**src/rtl/mem_rmw_pkg.sv**
```systemverilog
// Shared definitions for the read-modify-write memory sequencer.
//   state_t      : sequencer FSM states
//   BE_FULL/NONE : byte-enable patterns that bypass the read phase
//   RD_LAT_MIN/MAX : legal range of the RD_LATENCY parameter
//   req_t        : request fields latched at accept
package mem_rmw_pkg;

    typedef enum logic [2:0] {
        IDLE,
        RD_ISSUE,
        RD_WAIT,
        WRITE,
        RESP
    } state_t;

    localparam logic [3:0] BE_FULL = 4'b1111;
    localparam logic [3:0] BE_NONE = 4'b0000;

    localparam int RD_LAT_MIN = 1;
    localparam int RD_LAT_MAX = 4;
    // Counter must hold RD_LAT_MAX.
    localparam int CNT_W      = 3;

    localparam int NUM_LANES  = 4;
    localparam int LANE_W     = 8;

    typedef struct packed {
        logic        write;
        logic [29:0] word_addr;
        logic [3:0]  be;
        logic [31:0] wdata;
    } req_t;

endpackage

```
**src/rtl/mem_rmw_sequencer_merge.sv**
```systemverilog
// Byte-lane merge for partial stores: each lane takes the store byte when
// its enable is set, otherwise keeps the byte read from memory.
//   be     : lane enables (be[3] = bits 31:24)
//   wdata  : lane-aligned store data
//   rdata  : word read from memory
//   merged : word to write back
module byte_lane_merge
    import mem_rmw_pkg::*;
(
    input  logic [NUM_LANES-1:0]        be,
    input  logic [NUM_LANES*LANE_W-1:0] wdata,
    input  logic [NUM_LANES*LANE_W-1:0] rdata,
    output logic [NUM_LANES*LANE_W-1:0] merged
);

    for (genvar i = 0; i < NUM_LANES; i++) begin : g_lane
        assign merged[LANE_W*i +: LANE_W] = be[i] ? wdata[LANE_W*i +: LANE_W]
                                                  : rdata[LANE_W*i +: LANE_W];
    end

endmodule

```
**src/rtl/mem_rmw_sequencer.sv**
```systemverilog
// Memory-stage access sequencer. Full-word stores go straight to memory,
// byte-enable-none stores complete with no access, loads and partial stores
// read the word first; partial stores then merge and write the word back.
//   CLK, RESET            : clock, async active-high reset
//   req_valid/ready       : request handshake (ready only in IDLE)
//   req_write/addr/be/wdata : request fields
//   resp_valid/rdata      : one-cycle completion pulse, load data
//   busy                  : pipeline stall, high outside IDLE
//   dm_*                  : data memory port, read data RD_LATENCY cycles
//                           after the dm_read cycle
// RD_LATENCY must be within RD_LAT_MIN..RD_LAT_MAX.
module mem_rmw_sequencer
    import mem_rmw_pkg::*;
#(
    parameter int RD_LATENCY = 1
) (
    input  logic        CLK,
    input  logic        RESET,
    input  logic        req_valid,
    output logic        req_ready,
    input  logic        req_write,
    input  logic [31:0] req_addr,
    input  logic [3:0]  req_be,
    input  logic [31:0] req_wdata,
    output logic        resp_valid,
    output logic [31:0] resp_rdata,
    output logic        busy,
    output logic [31:0] dm_addr,
    output logic        dm_read,
    output logic        dm_write,
    output logic [31:0] dm_wdata,
    input  logic [31:0] dm_rdata
);

    state_t             state_q, state_d;
    logic [CNT_W-1:0]   cnt_q, cnt_d;
    req_t               req_q, req_d;
    logic [31:0]        rdata_q, rdata_d;
    logic [31:0]        merged;

    // Address byte offset is irrelevant: all accesses are full words.
    logic [1:0]         unused_addr_lsb;
    assign unused_addr_lsb = req_addr[1:0];

    always_ff @(posedge CLK or posedge RESET) begin
        if (RESET) begin
            state_q <= IDLE;
            cnt_q   <= '0;
            req_q   <= '0;
            rdata_q <= '0;
        end else begin
            state_q <= state_d;
            cnt_q   <= cnt_d;
            req_q   <= req_d;
            rdata_q <= rdata_d;
        end
    end

    always_comb begin
        state_d = state_q;
        cnt_d   = cnt_q;
        req_d   = req_q;
        rdata_d = rdata_q;
        case (state_q)
            IDLE: begin
                if (req_valid) begin
                    req_d = '{write:     req_write,
                              word_addr: req_addr[31:2],
                              be:        req_be,
                              wdata:     req_wdata};
                    if (req_write && req_be == BE_FULL)
                        state_d = WRITE;
                    else if (req_write && req_be == BE_NONE)
                        state_d = RESP;
                    else
                        state_d = RD_ISSUE;
                end
            end
            RD_ISSUE: begin
                cnt_d   = CNT_W'(RD_LATENCY);
                state_d = RD_WAIT;
            end
            RD_WAIT: begin
                cnt_d = cnt_q - 1'b1;
                // Counter hits 0 on this edge: read data is valid now.
                if (cnt_q == CNT_W'(1)) begin
                    rdata_d = dm_rdata;
                    state_d = req_q.write ? WRITE : RESP;
                end
            end
            WRITE:   state_d = RESP;
            RESP:    state_d = IDLE;
            default: state_d = IDLE;
        endcase
    end

    // For a full store be is all ones, so the merge passes wdata straight
    // through and one datapath serves both write flavours.
    byte_lane_merge u_merge (
        .be     (req_q.be),
        .wdata  (req_q.wdata),
        .rdata  (rdata_q),
        .merged (merged)
    );

    // All outputs decode from registered state only.
    assign req_ready  = (state_q == IDLE);
    assign busy       = (state_q != IDLE);
    assign resp_valid = (state_q == RESP);
    assign resp_rdata = (state_q == RESP && !req_q.write) ? rdata_q : '0;
    assign dm_read    = (state_q == RD_ISSUE);
    assign dm_write   = (state_q == WRITE);
    assign dm_wdata   = (state_q == WRITE) ? merged : '0;
    assign dm_addr    = (state_q == RD_ISSUE || state_q == RD_WAIT || state_q == WRITE)
                        ? {req_q.word_addr, 2'b00} : '0;

endmodule

```
**config.mk**
```make
export PLATFORM = sky130hd
export DESIGN_NAME = mem_rmw_sequencer
export DESIGN_NICKNAME = d
export VERILOG_FILES = /design/src/rtl/mem_rmw_pkg.sv /design/src/rtl/mem_rmw_sequencer_merge.sv /design/src/rtl/mem_rmw_sequencer.sv
export SDC_FILE = /design/constraint.sdc
export NUM_CORES = 1
export LEC_CHECK = 0
export CAP_MARGIN = 20
export CORE_ASPECT_RATIO = 1.4
export CORE_MARGIN = 3
export CORE_UTILIZATION = 47
export CTS_BUF_LIST = sky130_fd_sc_hd__clkbuf_16
export CTS_CLUSTER_SIZE = 25
export DETAILED_ROUTE_END_ITERATION = 7
export PLACE_DENSITY_LB_ADDON = 0.3
export SYNTH_ARGS = -nofsm -noshare
export SYNTH_HDL_FRONTEND = slang
export SYNTH_SLANG_ARGS = --single-unit
```
**constraint.sdc**
```tcl
create_clock -name CLK -period 7.2 [get_ports CLK]
set_clock_uncertainty 0.1 [all_clocks]
set_input_delay 2.16 -clock CLK [delete_from_list [all_inputs] [get_ports CLK]]
set_output_delay 2.16 -clock CLK [all_outputs]
set_load 0.05 [all_outputs]
```
Yosys cells after proc, flatten, opt, wreduce, memory -nomap -nowiden
Index checks and enable logic that the tools add are counted.
W data, S select, Z words.
{"block": "word_totals", "memories": 0, "output_inout_bits": 101, "regBits": 105, "mem_bits_rw": 0, "latch_bits": 0, "mem_bits_ro": 0}
{"block": "classes", "mux": 14, "n_mul": 0, "reduce_logical": 13, "n_eq_ne": 8, "add_sub_neg": 1, "shift": 0, "n_bitwise": 0, "n_div": 0, "n_lt_le_gt_ge": 0}
{"operator": "$mux W32", "n": 3}
{"operator": "$mux W8", "n": 4}
{"operator": "$mux W3", "n": 5}
{"operator": "$pmux W3 S4", "n": 1}
{"operator": "$eq A3 B1 Y1 const B", "n": 2}
{"operator": "$eq A3 B2 Y1 const B", "n": 2}
{"operator": "$pmux W3 S2", "n": 1}
{"operator": "$reduce_and A2 Y1", "n": 3}
{"operator": "$eq A4 B4 Y1 const B", "n": 1}
{"operator": "$logic_not A4 Y1", "n": 1}
{"operator": "$ne A2 B2 Y1 const B", "n": 2}
{"operator": "$eq A3 B3 Y1 const B", "n": 1}
{"operator": "$logic_and A1 B1 Y1", "n": 3}
{"operator": "$logic_not A3 Y1", "n": 1}
{"operator": "$reduce_bool A3 Y1", "n": 1}
{"operator": "$sub A3 B1 Y3 const B", "n": 1}
{"operator": "$logic_or A1 B1 Y1", "n": 2}
{"operator": "$reduce_bool A2 Y1", "n": 1}
{"operator": "$logic_not A1 Y1", "n": 1}

Longest topological paths before layout
Gate-level depths: netlist of the first run.
{"block": "logic_depth", "depth_word": 6, "depth_mapped": 7}

Hierarchy
A second synthesis of the first run with hierarchy kept.
{"block": "hier_totals", "hier_cells": 405, "hier_area_um2": 5442.7}
{"module": "mem_rmw_sequencer", "area_per_inst_um2": 4917.2, "cells_per_inst": 369, "n_inst": 1, "seq_area_each_um2": 2627.5}
{"module": "byte_lane_merge", "area_per_inst_um2": 525.5, "cells_per_inst": 36, "n_inst": 1, "seq_area_each_um2": 0.0}

Worst setup path before layout of the first run
OpenSTA, ideal clock, no wires.
{"block": "synth_timing", "path_type": "flip-flop to output port", "startpoint": "register state_q[1]", "endpoint": "output resp_rdata[10]", "arrival_time_ns": 2.043, "path_stages_with_launch": 7, "path_slack_ns": 2.897, "cell_sequence": "dfrtp_1 > buf_4 > nor2_1 > and2_1 > and2b_1 > clkbuf_1 > and2_1"}
{"block": "synth_via", "elab_chain_cells": 3}
{"item": "start, declared", "line_no": "mem_rmw_sequencer.sv:35", "rtl": "state_t state_q, state_d;"}
{"item": "start signal, assigned", "line_no": "mem_rmw_sequencer.sv:52", "rtl": "state_q <= state_d;"}
{"item": "$eq A3 B3 Y1"}
{"item": "via resp_valid", "line_no": "mem_rmw_sequencer.sv:25", "rtl": "output logic resp_valid,"}
{"item": "$logic_and A1 B1 Y1", "line_no": "mem_rmw_sequencer.sv:110", "rtl": "assign resp_rdata = (state_q == RESP && !req_q.write) ? rdata_q : '0;"}
{"item": "$mux W32", "line_no": "mem_rmw_sequencer.sv:110"}
{"item": "end, declared", "line_no": "mem_rmw_sequencer.sv:26", "rtl": "output logic [31:0] resp_rdata,"}
The timed path passes the listed nets, and every way through them passes these cells.

Worst setup path in the final report of the first run
{"block": "layout_timing", "startpoint": "register state_q[1]", "endpoint": "output dm_wdata[1]"}
{"block": "layout_via", "elab_chain_cells": 2}
{"item": "$eq A3 B2 Y1", "line_no": "mem_rmw_sequencer.sv:113", "rtl": "assign dm_wdata = (state_q == WRITE) ? merged : '0;"}
{"item": "$mux W32", "line_no": "mem_rmw_sequencer.sv:113"}
{"item": "end, declared", "line_no": "mem_rmw_sequencer.sv:31", "rtl": "output logic [31:0] dm_wdata,"}
Every way passes these cells.

==> flow_summary.ini, run 1 <==
[route]
route.detailed.vias_per_inst = 5.05
wl_per_cell_um = 17.6
detailedRoute.firstPassIterationCount = 4
drt.antenna.violating_nets = 0
detail_route.drc_violations = 0
dr.first_iter.drc_count = 109
wirelength_um = 13000
vias = 3722

[clock_network]
htreeDepth = 3
clock_sink_count = 105
ctsResizeCount = 0
cts_hold_buf = 0
cts.path.max_buffers = 2
tritoncts_clock_tree = yes
post-cts-setup-buffers = 0
worstSkewPairLatency_ns = 0.33
cts_root_cell = clkbuf_16
cts-buffers-inserted = 9
clock_slew_seen_by_the_registers_of_the_worst_setup_and_hold_paths_ns = 0.07

[floorplan]
floorplan.die.width_um = 94.7
row_count = 44
design.portCount = 205
floorplan.die_area_mm2 = 0.0123
start_util_pct = 49.0
die_height_um = 130
core_mm2 = 0.0106

[worst_hold_path]
worst_hold_path_type = reg -> reg
start_point_of_the_worst_hold_path = req_q[51]
worstHoldPathCells = 1

[setup_path]
timing.critical_path.required_ns = 4.94
worst-setup-path-type = reg -> out
timing.rr.start = cnt_q[1]
path_max_fanout = 17
timing.reg2reg.worst_path_depth = 5
worstPathArrival_ns = 3.17
timing.critical_path.from_type = register
setup.reg_to_reg.worst_slack_ns = 4.76
critPathCaptureType = output port
crit_end = dm_wdata[1]
cp-startpoint = state_q[1]
crit-reg2reg-capture = rdata_q[25]

[final_layout]
combined_area_of_the_multi_input_logic_cells_mm2 = 0.00232
synthToLayoutAreaGrowth_pct = 44.9
finish.net_count = 700
drive_gt1_share_pct = 20.2
antenna_cells_inserted = 0
final.fill_count = 795
finalInstanceArea_mm2 = 0.00750
area.sequential_mm2 = 0.00263

[pwr]
seq_power_share_pct = 32.2
power.switching_fraction_pct = 41.2
power.switching_mw = 1.44
internal_power_mw = 2.06
pwr-share-clk_pct = 14.5
peakVddDrop_mv = 0.434
leakagePower_nw = 3.21
power_frac_comb_pct = 53.3
total_power_per_unit_cell_area_mw_per_mm2 = 467

[yosys]
yosys.area.top_type_share_pct = 50.8
synth.largest_area_cell = dfrtp_1
post_synthesis_instance_total = 407
ys_seq_elements = 105
synth_cell_types = 32
yosysWarningCount = 0
avgSynthCellArea_um2 = 12.7
post_synth_main_area_contributors = dfrtp_1, mux2_2, mux2_4
synth_area_mm2 = 0.00518
proportion_of_synthesized_chip_area_in_sequential_cells_pct = 50.8

[timing]
setup_total_negative_slack_ns = 0
finalHoldViolations = 0
rsz0062_at_grt = no
min_period_ns = 5.43
final.period_utilization_pct = 75.5
timing_max_transition_violations_final = 0
setup-violations-final = 0
max_fclk_mhz = 184
max-slew-margin-rel_pct = 27.1
worst-slew-pin-transition_ns = 1.09

[placement]
dpl_cell_area_mm2 = 0.00718
place.gp.congestion = 0.807
dp_hpwl_um = 9120
portBuffers = 200

[grt]
grt_pass1_vias = 4135
grt_remaining_overflow = 0
antenna_found_initial = 0
grt_max_degree = 68
grt_use_total_pct = 21.5
grt_pass1_wl_um = 20400

[flow_run]
drv.max_cap_violation_count = 0

[outcome]
run_status = finished clean
## synth_stat cells
cell type,count
mux2_2,69
nor3_1,2
conb_1,1
and2_1,64
buf_4,7
mux2_4,30
buf_12,4
inv_1,7
a21oi_1,7
nor4_1,2
nor2_1,37
nand2b_1,1
buf_2,3
buf_6,1
dfrtp_1,105
o21ai_0,2
nand3_1,2
mux2i_1,33
nor2b_1,2
and2b_1,1
nand2_1,3
o22a_1,1
a41oi_1,1
a21o_1,1
ha_1,2
buf_1,2
clkbuf_1,12
o22ai_1,1
o2bb2ai_1,1
nor3_4,1
and3_1,1
a22oi_1,1
## worst min-delay path by stage
stage,end
floorplan,req_q[36]
global placement,req_q[58]
detailed placement,req_q[39]
CTS,req_q[39]
global route,req_q[51]
finish,req_q[51]
## critical path, stage by stage (launching register included)
cell             delay [ns]
dfrtp_1                0.58
inv_1                  0.20
nor2_1                 0.23
nand2_1                0.45
buf_4                  0.39
nor2_1                 0.14
clkdlybuf4s50_1        0.84
## power groups by stage
stage / combinational (mW) / sequential, mW / clock (mW)
2_1_floorplan: 1.49 / 1.01 / 0
3_3_place_gp: 1.84 / 1.11 / 0
3_5_place_dp: 1.87 / 1.14 / 0
4_1_cts: 1.89 / 1.13 / 0.520
5_1_grt: 1.98 / 1.17 / 0.543
6_report: 1.87 / 1.13 / 0.508
## per-stage QoR
step / util [%] / hold slack, ns / std cells / worst slack [ns] / total power [mW]
5_1_grt: 71.0 / 0.409 / 737 / 1.56 / 3.70
3_5_place_dp: 67.9 / 0.388 / 720 / 2.00 / 3.01
6_report: 71.0 / 0.398 / 737 / 1.77 / 3.50
4_1_cts: 70.8 / 0.404 / 736 / 1.62 / 3.54
3_3_place_gp: 67.9 / 0.382 / 720 / 2.05 / 2.96
2_1_floorplan: - / 0.372 / 408 / 2.18 / 2.50
## flip-flops by register name, indices dropped and copies added (netlist names)
signal   cells
rdata_q     32
req_q       67
cnt_q        3
state_q      3
## placed cells by master, fill, tap and decap left out, types with 3 or more instances in the layout
cell type / count
inv_1: 7
nor2_1: 37
dfrtp_1: 105
nand2_1: 3
a21oi_1: 7
mux2_2: 69
clkdlybuf4s50_1: 200
clkbuf_16: 9
mux2_4: 30
and2_1: 63
buf_4: 3
mux2i_1: 33
## layer usage
layer	wire [um]	vias up	share of wire, %	global-route usage (%)
met1	4900	1854	38	24.4
met5	0	-	0	0
met2	7090	112	55	39.0
met4	191	0	1.5	6.54
li1	-	1744	-	-
met3	790	12	6.1	5.59
## final cells by class
type                    count  area share [%]
flip-flops and latches    105            35.0
multi-input cells         267            31.0
repair buffers            204            27.2
clock buffers               9            3.00
well taps                 138            2.30
clock inverters             7            1.15
inverters                   7           0.384
## kinds of logic after synthesis
family                     count (synthesis)  synth area share (%)
and+or+nand+nor                          116                  12.2
AOI/OAI and AO/OA                         15                  1.79
DFF                                      105                  50.8
buffers and inverters                     36                  4.59
adders and majority gates                  2                 0.483
muxes                                    132                  30.1
other                                      1                0.0724
(Power assumes the default switching activity.)
==> run 2, diff against run 1 <==
CORE_UTILIZATION = 44   (was 47)
clock period = 5.3 ns   (was 7.2 ns; I/O delays follow)
==> flow_summary.ini, run 2 (synthesis gave the netlist of run 1 again) <==
[clock_network]
ctsResizeCount = 0
cts.path.max_buffers = 2
cts-buffers-inserted = 9
tritoncts_clock_tree = yes
htreeDepth = 3
worstSkewPairLatency_ns = 0.34
post-cts-setup-buffers = 0
cts_hold_buf = 0
cts_root_cell = clkbuf_16
clock_sink_count = 105
clock_slew_seen_by_the_registers_of_the_worst_setup_and_hold_paths_ns = 0.07

[final_layout]
largestRegisters = req_q: 67 flops, rdata_q: 32 flops
final_core_utilization_pct = 66.1
drive_gt1_share_pct = 20.3
max_ffs_per_register = 67
synthToLayoutAreaGrowth_pct = 45.6
antenna_cells_inserted = 0
regMostFlops = req_q
top_library_cells_by_usage_in_the_layout_fill_and_taps_aside = clkdlybuf4s50_1, dfrtp_1, mux2_2
finish.net_count = 702
layout.cells.most_common = clkdlybuf4s50_1

[grt]
grt_use_total_pct = 19.6
grt_pass1_wl_um = 20500
grt_pass1_vias = 4017
grt_max_degree = 83
antenna_found_initial = 0
grt_remaining_overflow = 0

[timing]
finalHoldViolations = 0
rsz0062_at_grt = no
setup_total_negative_slack_ns = 0
worst-slew-pin-transition_ns = 1.10
max_fclk_mhz = 209
max-slew-margin-rel_pct = 26.6
min_period_ns = 4.78
setup-violations-final = 0
final.period_utilization_pct = 90.2
timing_max_transition_violations_final = 0

[route]
route.detailed.vias_per_inst = 5.03
wl_per_cell_um = 17.3
dr.first_iter.drc_count = 102
detailedRoute.firstPassIterationCount = 4
vias = 3743
detail_route.drc_violations = 0
wirelength_um = 12900
drt.antenna.violating_nets = 0

[setup_path]
timing.critical_path.from_type = register
path_max_fanout = 19
timing.critical_path.required_ns = 3.61
worst-setup-path-type = reg -> out
worstPathArrival_ns = 3.09
critPathCaptureType = output port

[placement]
dp_hpwl_um = 9390
place.gp.congestion = 0.789
portBuffers = 200

[floorplan]
core_mm2 = 0.0114
floorplan.die_area_mm2 = 0.0131
start_util_pct = 45.4
row_count = 46
die_height_um = 134
floorplan.die.width_um = 97.7
design.portCount = 205

[pwr]
leakagePower_nw = 3.22
peakVddDrop_mv = 0.427
total_power_per_unit_cell_area_mw_per_mm2 = 631

[worst_hold_path]
worst_hold_path_type = reg -> reg

[flow_run]
drv.max_cap_violation_count = 0

[outcome]
run_status = finished clean
run 2: worst paths after layout:
kind	endpoint	slack, ns	depth (start not counted)	from
max in group asynchronous	req_q[64]	2.86	4	RESET
min reg2reg	req_q[48]	0.40	1	req_q[48]
max reg2reg	rdata_q[24]	2.84	5	cnt_q[1]
min	req_q[48]	0.40	1	req_q[48]
max	dm_wdata[18]	0.52	6	state_q[1]
min in group asynchronous	rdata_q[21]	1.42	2	RESET
run 2: stage by stage:
step | area [um^2] | std cells | power [mW] | hold WS, ns | worst slack, ns
6_report | 7530 | 744 | 4.76 | 0.400 | 0.521
5_1_grt | 7530 | 744 | 5.03 | 0.409 | 0.294
4_1_cts | 7510 | 743 | 4.81 | 0.403 | 0.469
3_5_place_dp | 7200 | 728 | 4.10 | 0.387 | 0.878
3_3_place_gp | 7200 | 728 | 4.03 | 0.382 | 0.903
2_1_floorplan | 5180 | 408 | 3.40 | 0.372 | 0.849
run 2: critical path, cell delays in order, from the launching register on:
cell and delay [ns]:
dfrtp_1 0.57, inv_1 0.19, nor2_1 0.21, nand2_1 0.41, buf_4 0.38, nor2_1 0.14
clkdlybuf4s50_1 0.83
run 2: report_power, final:
part | internal (mW) | switching (mW)
sequential | 1.21 | 0.319
clock | 0.410 | 0.279
combinational | 1.18 | 1.36
total | 2.80 | 1.96
run 2: area by class of cell:
cell class	instances	area [um^2]
Fill cell	867	3860
Sequential cell	105	2630
Multi-Input combinational cell	267	2320
Timing Repair Buffer	206	2070
Clock buffer	9	225
Tap cell	144	180
Clock inverter	6	83.8
Inverter	7	28.8
run 2: per-layer routing:
layer	vias up	routed length, um	share of wire [%]	global-route usage [%]
li1	1742	-	-	-
met1	1858	4770	37	21.2
met5	-	0	0	0
met4	0	329	2.6	7.24
met3	23	743	5.8	5.93
met2	120	7010	55	36.0
==> run 3, diff against run 2 <==
TNS_END_PERCENT = 100   (was unset)
==> results of run 3 <==
Final layout, timing and power as in run 2 (identical DEF).
